### src/rtl/pwm_config_seq_pkg.sv
// Shared definitions for the PWM configuration sequencer: state encoding,
// idle values of the peripheral bus and parameter legality helpers.
package pwm_config_seq_pkg;

    typedef enum logic [1:0] {
        ST_IDLE  = 2'd0,
        ST_WRITE = 2'd1,
        ST_READ  = 2'd2,
        ST_DONE  = 2'd3
    } seq_state_t;

    localparam int   IDLE_ADDRESS      = 0;
    localparam int   IDLE_DATA         = 0;
    localparam logic IDLE_WRITE_EN     = 1'b0;
    localparam int   MAX_READ_LATENCY  = 3;

    // The per-address hold counter is 2 bits wide, which bounds the latency.
    function automatic bit read_latency_legal(input int latency);
        return (latency >= 0) && (latency <= MAX_READ_LATENCY);
    endfunction

endpackage

### src/rtl/pwm_config_shadow_regs.sv
// Shadow image of the peripheral registers: one synchronous write port and
// one combinational read port; writes to addresses past the image are lost.
module pwm_config_shadow_regs #(
    parameter int ADDRESS_SIZE = 6,
    parameter int DATA_SIZE    = 8,
    parameter int LOCATIONS    = 49
) (
    input  logic                    i_clk,
    input  logic                    i_reset_n,
    input  logic                    i_we,
    input  logic [ADDRESS_SIZE-1:0] i_waddr,
    input  logic [DATA_SIZE-1:0]    i_wdata,
    input  logic [ADDRESS_SIZE-1:0] i_raddr,
    output logic [DATA_SIZE-1:0]    o_rdata
);

    logic [LOCATIONS*DATA_SIZE-1:0] w_image;

    genvar gi;
    generate
        for (gi = 0; gi < LOCATIONS; gi++) begin : g_loc
            logic [DATA_SIZE-1:0] r_word;

            always_ff @(posedge i_clk or negedge i_reset_n) begin
                if (!i_reset_n) begin
                    r_word <= '0;
                end else if (i_we && (i_waddr == ADDRESS_SIZE'(gi))) begin
                    r_word <= i_wdata;
                end
            end

            assign w_image[gi*DATA_SIZE +: DATA_SIZE] = r_word;
        end
    endgenerate

    always_comb begin
        o_rdata = '0;
        for (int i = 0; i < LOCATIONS; i++) begin
            if (i_raddr == ADDRESS_SIZE'(i)) begin
                o_rdata = w_image[i*DATA_SIZE +: DATA_SIZE];
            end
        end
    end

endmodule

### src/rtl/pwm_config_sequencer.sv
// Streams the shadow register image into the PWM peripheral on commit and
// optionally reads it back, flagging the first location that differs.
module pwm_config_sequencer
    import pwm_config_seq_pkg::*;
#(
    parameter int ADDRESS_SIZE = 6,
    parameter int DATA_SIZE    = 8,
    parameter int LOCATIONS    = 49,
    parameter int READ_LATENCY = 1
) (
    input  logic                    i_clk,
    input  logic                    i_reset_n,
    input  logic                    i_host_we,
    input  logic [ADDRESS_SIZE-1:0] i_host_addr,
    input  logic [DATA_SIZE-1:0]    i_host_data,
    input  logic                    i_start,
    input  logic                    i_verify_en,
    output logic                    o_busy,
    output logic                    o_done,
    output logic                    o_error,
    output logic [ADDRESS_SIZE-1:0] o_error_address,
    output logic [ADDRESS_SIZE-1:0] o_address,
    output logic [DATA_SIZE-1:0]    o_data,
    output logic                    o_write_en,
    input  logic [DATA_SIZE-1:0]    i_data
);

    generate
        if (!read_latency_legal(READ_LATENCY)) begin : g_bad_latency
            $error("pwm_config_sequencer: READ_LATENCY must be in 0..3");
        end
        if (LOCATIONS > (1 << ADDRESS_SIZE)) begin : g_bad_locations
            $error("pwm_config_sequencer: LOCATIONS exceeds the address space");
        end
    endgenerate

    localparam logic [ADDRESS_SIZE-1:0] LAST_INDEX = ADDRESS_SIZE'(LOCATIONS - 1);
    localparam logic [1:0]              LAST_LAT   = 2'(READ_LATENCY);

    seq_state_t              r_state, w_state_next;
    logic [ADDRESS_SIZE-1:0] r_index, w_index_next;
    logic [1:0]              r_lat, w_lat_next;
    logic                    r_verify, w_verify_next;
    logic                    r_error, w_error_next;
    logic [ADDRESS_SIZE-1:0] r_error_address, w_error_address_next;
    logic [DATA_SIZE-1:0]    w_shadow_data;
    logic                    w_shadow_we;

    // Freezing the image outside IDLE keeps write-out and readback consistent.
    assign w_shadow_we = (r_state == ST_IDLE) && i_host_we;

    pwm_config_shadow_regs #(
        .ADDRESS_SIZE (ADDRESS_SIZE),
        .DATA_SIZE    (DATA_SIZE),
        .LOCATIONS    (LOCATIONS)
    ) u_shadow (
        .i_clk     (i_clk),
        .i_reset_n (i_reset_n),
        .i_we      (w_shadow_we),
        .i_waddr   (i_host_addr),
        .i_wdata   (i_host_data),
        .i_raddr   (r_index),
        .o_rdata   (w_shadow_data)
    );

    always_ff @(posedge i_clk or negedge i_reset_n) begin
        if (!i_reset_n) begin
            r_state         <= ST_IDLE;
            r_index         <= '0;
            r_lat           <= '0;
            r_verify        <= 1'b0;
            r_error         <= 1'b0;
            r_error_address <= '0;
        end else begin
            r_state         <= w_state_next;
            r_index         <= w_index_next;
            r_lat           <= w_lat_next;
            r_verify        <= w_verify_next;
            r_error         <= w_error_next;
            r_error_address <= w_error_address_next;
        end
    end

    always_comb begin
        w_state_next         = r_state;
        w_index_next         = r_index;
        w_lat_next           = r_lat;
        w_verify_next        = r_verify;
        w_error_next         = r_error;
        w_error_address_next = r_error_address;
        o_busy               = 1'b0;
        o_done               = 1'b0;
        o_address            = ADDRESS_SIZE'(IDLE_ADDRESS);
        o_data               = DATA_SIZE'(IDLE_DATA);
        o_write_en           = IDLE_WRITE_EN;

        unique case (r_state)
            ST_IDLE: begin
                if (i_start) begin
                    w_state_next         = ST_WRITE;
                    w_index_next         = '0;
                    w_lat_next           = '0;
                    w_verify_next        = i_verify_en;
                    w_error_next         = 1'b0;
                    w_error_address_next = '0;
                end
            end
            ST_WRITE: begin
                o_busy     = 1'b1;
                o_address  = r_index;
                o_data     = w_shadow_data;
                o_write_en = 1'b1;
                if (r_index == LAST_INDEX) begin
                    w_index_next = '0;
                    w_lat_next   = '0;
                    w_state_next = r_verify ? ST_READ : ST_DONE;
                end else begin
                    w_index_next = r_index + 1'b1;
                end
            end
            ST_READ: begin
                o_busy    = 1'b1;
                o_address = r_index;
                // Compare only on the last cycle of the hold window.
                if (r_lat == LAST_LAT) begin
                    w_lat_next = '0;
                    if (i_data != w_shadow_data) begin
                        w_error_next         = 1'b1;
                        w_error_address_next = r_index;
                        w_index_next         = '0;
                        w_state_next         = ST_DONE;
                    end else if (r_index == LAST_INDEX) begin
                        w_index_next = '0;
                        w_state_next = ST_DONE;
                    end else begin
                        w_index_next = r_index + 1'b1;
                    end
                end else begin
                    w_lat_next = r_lat + 1'b1;
                end
            end
            ST_DONE: begin
                o_done       = 1'b1;
                w_state_next = ST_IDLE;
            end
            default: w_state_next = ST_IDLE;
        endcase
    end

    assign o_error         = r_error;
    assign o_error_address = r_error_address;

endmodule
### config.mk
export PLATFORM = sky130hd
export DESIGN_NAME = pwm_config_sequencer
export DESIGN_NICKNAME = d
export VERILOG_FILES = /design/src/rtl/pwm_config_seq_pkg.sv /design/src/rtl/pwm_config_shadow_regs.sv /design/src/rtl/pwm_config_sequencer.sv
export SDC_FILE = /design/constraint.sdc
export NUM_CORES = 1
export LEC_CHECK = 0
export ABC_AREA = 1
export ABC_CLOCK_PERIOD_IN_PS = 4480
export BUFFER_PORTS_ARGS = -buffer_cell sky130_fd_sc_hd__buf_2
export CAP_MARGIN = 10
export CELL_PAD_IN_SITES_DETAIL_PLACEMENT = 0
export CELL_PAD_IN_SITES_GLOBAL_PLACEMENT = 1
export CORE_MARGIN = 3
export CORE_UTILIZATION = 40
export CTS_CLUSTER_SIZE = 25
export DETAILED_ROUTE_END_ITERATION = 7
export PLACE_DENSITY = 0.73
export SLEW_MARGIN = 20
export SYNTH_ARGS = -nofsm -noshare
export SYNTH_HDL_FRONTEND = slang
export SYNTH_SLANG_ARGS = --single-unit
### constraint.sdc
create_clock -name i_clk -period 4.48 [get_ports i_clk]
set_input_delay 0.448 -clock i_clk [delete_from_list [all_inputs] [get_ports i_clk]]
set_output_delay 0.448 -clock i_clk [all_outputs]
set_load 0.1 [all_outputs]
# Word level (Yosys, flattened, before mapping)
# Index checks and enable logic that the tools add are counted.
totals:
  ff_bits: 410
  latch_bits: 0
  ram_bits: 0
  mem_bits_ro: 0
  input_bits: 27
  out_inout_bits: 24
  elab_cells: 301
  memories: 0
classes:
  n_addsub: 2
  mul: 0
  div_mod_pow: 0
  n_lt_le_gt_ge: 0
  n_eq_ne: 106
  n_shift: 0
  muxes: 77
  bitwise_logic: 0
  n_reduce_logical: 61
ops:
  columns: ["cell", "count"]
  rows:
  - ["8-bit two-way mux", 50]
  - ["6-bit equality test, second input constant", 34]
  - ["6-bit by 5-bit equality test with 1-bit output, second input constant", 32]
  - ["6-bit by 4-bit equality test with 1-bit output, second input constant", 16]
  - ["1-bit logical AND", 50]
  - ["6-bit by 3-bit equality test with 1-bit output, second input constant", 8]
  - ["6-bit two-way mux", 7]
  - ["6-bit by 2-bit equality test with 1-bit output, second input constant", 4]
  - ["6-bit case mux with 3 select lines", 1]
  - ["2-bit two-way mux", 8]
  - ["6-bit by 1-bit equality test with 1-bit output, second input constant", 2]
  - ["6-bit logical NOT", 2]
  - ["6-bit case mux with 2 select lines", 1]
  - ["2-bit inequality test, second input constant", 4]
  - ["8-bit inequality test", 1]
  - ["2-bit case mux with 4 select lines", 1]
  - ["4-bit AND reduction", 2]
  - ["1-bit two-way mux", 7]
  - ["6-bit by 1-bit adder with 6-bit output, second input constant", 1]
  - ["2-bit case mux with 3 select lines", 1]
  - ["3-bit AND reduction", 2]
  - ["2-bit by 1-bit equality test with 1-bit output, second input constant", 2]
  - ["2-bit equality test, second input constant", 2]
  - ["3-bit inequality test, second input constant", 1]
  - ["7 further kinds", 7]

# Depth between registers and ports, before layout
logic_depth:
  word_depth: 54
  depth_mapped: 68
  mapped_depth_nobuf: 67

# Cells and area by module
# Synthesis repeated with hierarchy kept, for this count alone.
unflattened:
  cells_unflattened: 2416
  hier_area_um2: 18969.4
by_module_without_submodules:
  columns: ["mod", "n_inst", "cells_each", "area_each_um2", "seq_area_each_um2"]
  rows:
  - ["pwm_config_shadow_regs", 1, 2215, 17674.5, 9809.4]
  - ["pwm_config_sequencer", 1, 201, 1295.0, 450.4]

# Worst setup path before layout
# OpenSTA, ideal clock, no wires.
synth_path:
  path_type: "flip-flop to output port"
  startpoint: "register r_index[1]"
  endpoint: "output o_data[5]"
  arrival_time_ns: 4.890
  required_time_ns: 4.032
  slack_ns: -0.858
  stages_incl_launch_ff: 53
  path_buffers: 2
  path_cell_list: "dfrtp_1 > inv_1 > ha_1 > buf_2 > nand2_2 > nor2_4 > buf_2 > a21oi_1 > nand2_1 > nand2_1 > nand2_1 > nand2_1 > nand3_1 > nand3_1 > nand3_1 > nand2_1 > nand2_1 > nand2_1 > (+17 left out) > nand2_1 > nand2_1 > nand2_1 > nand2_1 > nand2_1 > nand3_1 > nand3_1 > nand3_1 > nand2_1 > nand3_1 > nand3_1 > nand3_1 > nand2_1 > nand2_1 > nand2_1 > nand2_1 > nand2_1 > nor2_1"
synth_between:
  elab_chain_cells: 51
  elab_cells_between_ends: 99
  cone_classes: "48 x eq/ne; 50 x mux; 1 x reduce/logical"
synth_rtl:
  columns: ["element", "line", "text"]
  rows:
  - ["start: declaration", "pwm_config_sequencer.sv:41", "logic [ADDRESS_SIZE-1:0] r_index, w_index_next;"]
  - ["start signal: assignment", "pwm_config_sequencer.sv:76", "r_index <= w_index_next;"]
  - ["6-bit logical NOT", "pwm_config_shadow_regs.sv:39", "if (i_raddr == ADDRESS_SIZE'(i)) begin"]
  - ["8-bit two-way mux (48 in series)", "pwm_config_shadow_regs.sv:39", null]
  - ["8-bit two-way mux *", "pwm_config_shadow_regs.sv:39", null]
  - ["8-bit two-way mux *", "pwm_config_sequencer.sv:97", "unique case (r_state)"]
  - ["end: declaration", "pwm_config_sequencer.sv:23", "output logic [DATA_SIZE-1:0] o_data,"]
# Every way passes the cells marked *; elsewhere a longest branch is shown, timed or not.

# Worst setup path in the final report
layout_path:
  startpoint: "register r_index[3]"
  endpoint: "output o_data[5]"
# The elaborated chain is that of the path after synthesis.

==> results.tsv <==
stage	metric	value	unit
pwr	leakage	12.5	nW
logic_synthesis	synth_nets	2758	
global_route	grt_max_degree	101	
logic_synthesis	syn_area	20300	µm²
finish	post-route-util	0.511	
global_route	grt_util_met3	0.0382	
worst_setup_path	cp-start-kind	flip-flop	
finish	layout_commonest_cell	nand2_1	
worst_setup_path	cp_slowest_cell	dfrtp_2	
placed_design	io_buffer_count	50	
pwr	p_per_area	457	nW/µm²
detailed_routing	detail_route.first_pass.iterations	5	
sta	whs	0.0986	ns
global_route	grt_overflow	0	
worst_setup_path	critPathArrivalTime	5.52	ns
worst_setup_path	cp.required	4.03	ns
detailed_routing	drcViolationCount	0	
clock_tree	clock_path_buffers	3	
global_route	grt_pass1_wl	98.4	mm
sta	tightest_slew	1.08	ns
pwr	p_clk_frac	0.330	
pwr	power_frac_comb	0.270	
detailed_routing	ant_nets	0	
sta	rsz0062_at_grt	true	
logic_synthesis	ys_types	37	
logic_synthesis	synth_edf_count	0	
worst_setup_path	path_max_fanout	6	
placed_design	gp_congestion	0.828	
global_route	grt_pass1_vias	17600	
finish	layout_common_cells	934 x nand2_1, 449 x o21ai_0, 405 x dfrtp_1, 216 x inv_1, 184 x buf_4	
worst_setup_path	critPathKind	flip-flop to output pin	
detailed_routing	dr_total_vias	18100	
logic_synthesis	synth_seq_cells	410	
finish	num_antenna_cells	0	
die	start_util	0.410	
sta	setup_viol_count_final	23	
detailed_routing	wirelength	61.2	mm
sta	fin_worst_skew	0.0137	ns
run	cap_viol_max_count	0	
sta	slew_violations	0	
pwr	vdd_ir_drop_max	0.000256	V
global_route	antenna_found_initial	0	
pwr	p_switching	3.86	mW
logic_synthesis	yosysSeqAreaShare	0.505	
placed_design	post-place-ws	-1.32	ns
global_route	grt_use_met1	0.331	
sta	slew_headroom	0.278	
clock_tree	htree_levels	2	
status	status	complete, but fails checks	
global_route	grt_busiest_layer	met2	
logic_synthesis	synthFlopType	dfrtp_1	
global_route	met2_usage	0.370	
finish	final_nets	2956	
sta	hold_viol	0	
logic_synthesis	synth_area_per_cell	7.46	µm²
detailed_routing	drt_iter0_markers	1467	
worst_setup_path	max_stage_delay	0.46	ns
pwr	power	11.6	mW
clock_tree	cts_tree	done	
global_route	grt_usage	0.232	
pwr	p_int	7.70	mW
sta	max_freq	168	MHz
clock_tree	clk_latency	0.58	ns
die	rows	81	
clock_tree	cts_made_buffers	48	
detailed_routing	wl_per_cell	16.9	µm
clock_tree	clkTransAtPathRegs	0.06	ns
pwr	swShare	0.334	
sta	period_share	1.33	
die	core_area	49600	µm²
die	fp.dieH	231	µm
hold_path	hp-class	input pin to flip-flop	
logic_synthesis	synthesis.instances	2723	
finish	area_growth	24.6	%
placed_design	dpl.hpwl	40.1	mm
logic_synthesis	yosys_warnings	0	
worst_setup_path	worst_setup_path_end_kind	output pin	
detailed_routing	vias_per_cell	5.01	
die	die_w	231	µm
die	ioPinCount	51	
sta	setup_slack	-1.49	ns
logic_synthesis	synthArstFlopShare	1.00	
sta	period_minus_slack	5.97	ns
die	fp.dieArea	53500	µm²
finish	drive_above_1_share	0.220	
status	violations	negative setup slack	
pwr	p_seq_frac	0.399	
clock_tree	clock-root-buffer	clkbuf_16	
clock_tree	cts_sinks	410	
[routing by layer]
metal | vias up | share of wire
met4 | 0 | 0.020
met1 | 8644 | 0.47
met3 | 92 | 0.053
met5 | - | 0
met2 | 406 | 0.46
li1 | 8979 | -
[cell families after synthesis]
kind of cell | Yosys count | share of synthesized area
buf+inv | 366 | 0.0713
xor+xnor | 3 | 0.00129
simple gates | 1406 | 0.284
compound gates | 530 | 0.133
flops | 410 | 0.505
fa+ha+maj | 8 | 0.00493
[final cells by class]
class / count / area (µm²)
sequential: 410 / 10300
multi-input combinational: 1949 / 9520
timing repair buffer: 271 / 2260
fill: 4878 / 24300
tap: 664 / 831
clock inverter: 9 / 95.1
inverter: 241 / 916
clock buffer: 74 / 1410
[registers in the layout, indices dropped and copies added, names as in the netlist]
name / flops
o_error: 1
o_error_address: 6
r_index: 6
r_lat: 2
r_state: 2
r_verify: 1
u_shadow.g_loc.r_word: 392
[timing repair]
item                                   in CTS  in global routing
endpoints found under the hold margin      93                  0
gates resized for setup                    91                158
hold buffers                                1                  0
cloned                                      2                  0
buffers inserted                           29                 22
setup endpoints to repair                  23                 23
pin swaps                                  40                158
[power groups by stage]
stage	sequential, mW	combinational [mW]	clock, mW
6_report	4.62	3.13	3.82
5_1_grt	4.69	3.48	4.09
2_1_floorplan	4.65	1.68	0
3_3_place_gp	4.65	2.57	0
4_1_cts	4.61	2.84	3.92
3_5_place_dp	4.66	2.62	0
[worst paths after layout]
kind | startpoint | to | slack (ns) | cells after the start
max in group asynchronous | i_reset_n | u_shadow.g_loc[12].r_word[7] | 2.88 | 3
worst max register to register | r_index[3] | r_state[1] | -1.25 | 67
worst max-delay path | r_index[3] | o_data[5] | -1.49 | 54
worst min-delay path | i_start | r_verify | 0.1 | 2
min in group asynchronous | i_reset_n | u_shadow.g_loc[2].r_word[2] | 0.54 | 2
worst min register to register | o_error_address[2] | o_error_address[2] | 0.47 | 2
[synthesized netlist by cell type (2+ instances only)]
master / count / area [µm²]
nand2_1: 1026 / 3850
o21ai_0: 449 / 2250
dfrtp_1: 410 / 10300
inv_1: 229 / 860
nor2_1: 168 / 631
nand3_1: 113 / 566
clkbuf_1: 106 / 398
a21oi_1: 70 / 350
or2_2: 50 / 313
buf_2: 11 / 55.1
nor2_4: 9 / 101
ha_1: 8 / 100
inv_2: 8 / 30.0
nand2_2: 8 / 50.1
nor2_2: 7 / 43.8
buf_6: 6 / 67.6
nor3_1: 6 / 30.0
nand4_1: 5 / 31.3
clkinv_1: 4 / 15.0
o22ai_2: 4 / 50.1
nand2_4: 3 / 33.8
nand3b_1: 3 / 22.5
xor2_1: 3 / 26.3
nor2_8: 2 / 40.0
o31ai_1: 2 / 15.0
or2_1: 2 / 12.5
[per-stage QoR]
step,cells,area (µm²),TNS (ns)
floorplan,2723,20400,-0.0724
global route,3618,25300,-40.83
global placement,3482,22400,-25.90
finish,3618,25300,-28.44
CTS,3597,24600,-28.25
detailed placement,3482,22400,-27.08
[worst max-delay path: cells and delay by family (launching register included)]
family,cells,cell delay [ns]
AOI/OAI and AO/OA,1,0.05
buffers and inverters,4,0.60
DFF,1,0.46
and+or+nand+nor,49,3.84
Note: power is estimated with default switching activity, not from simulation.
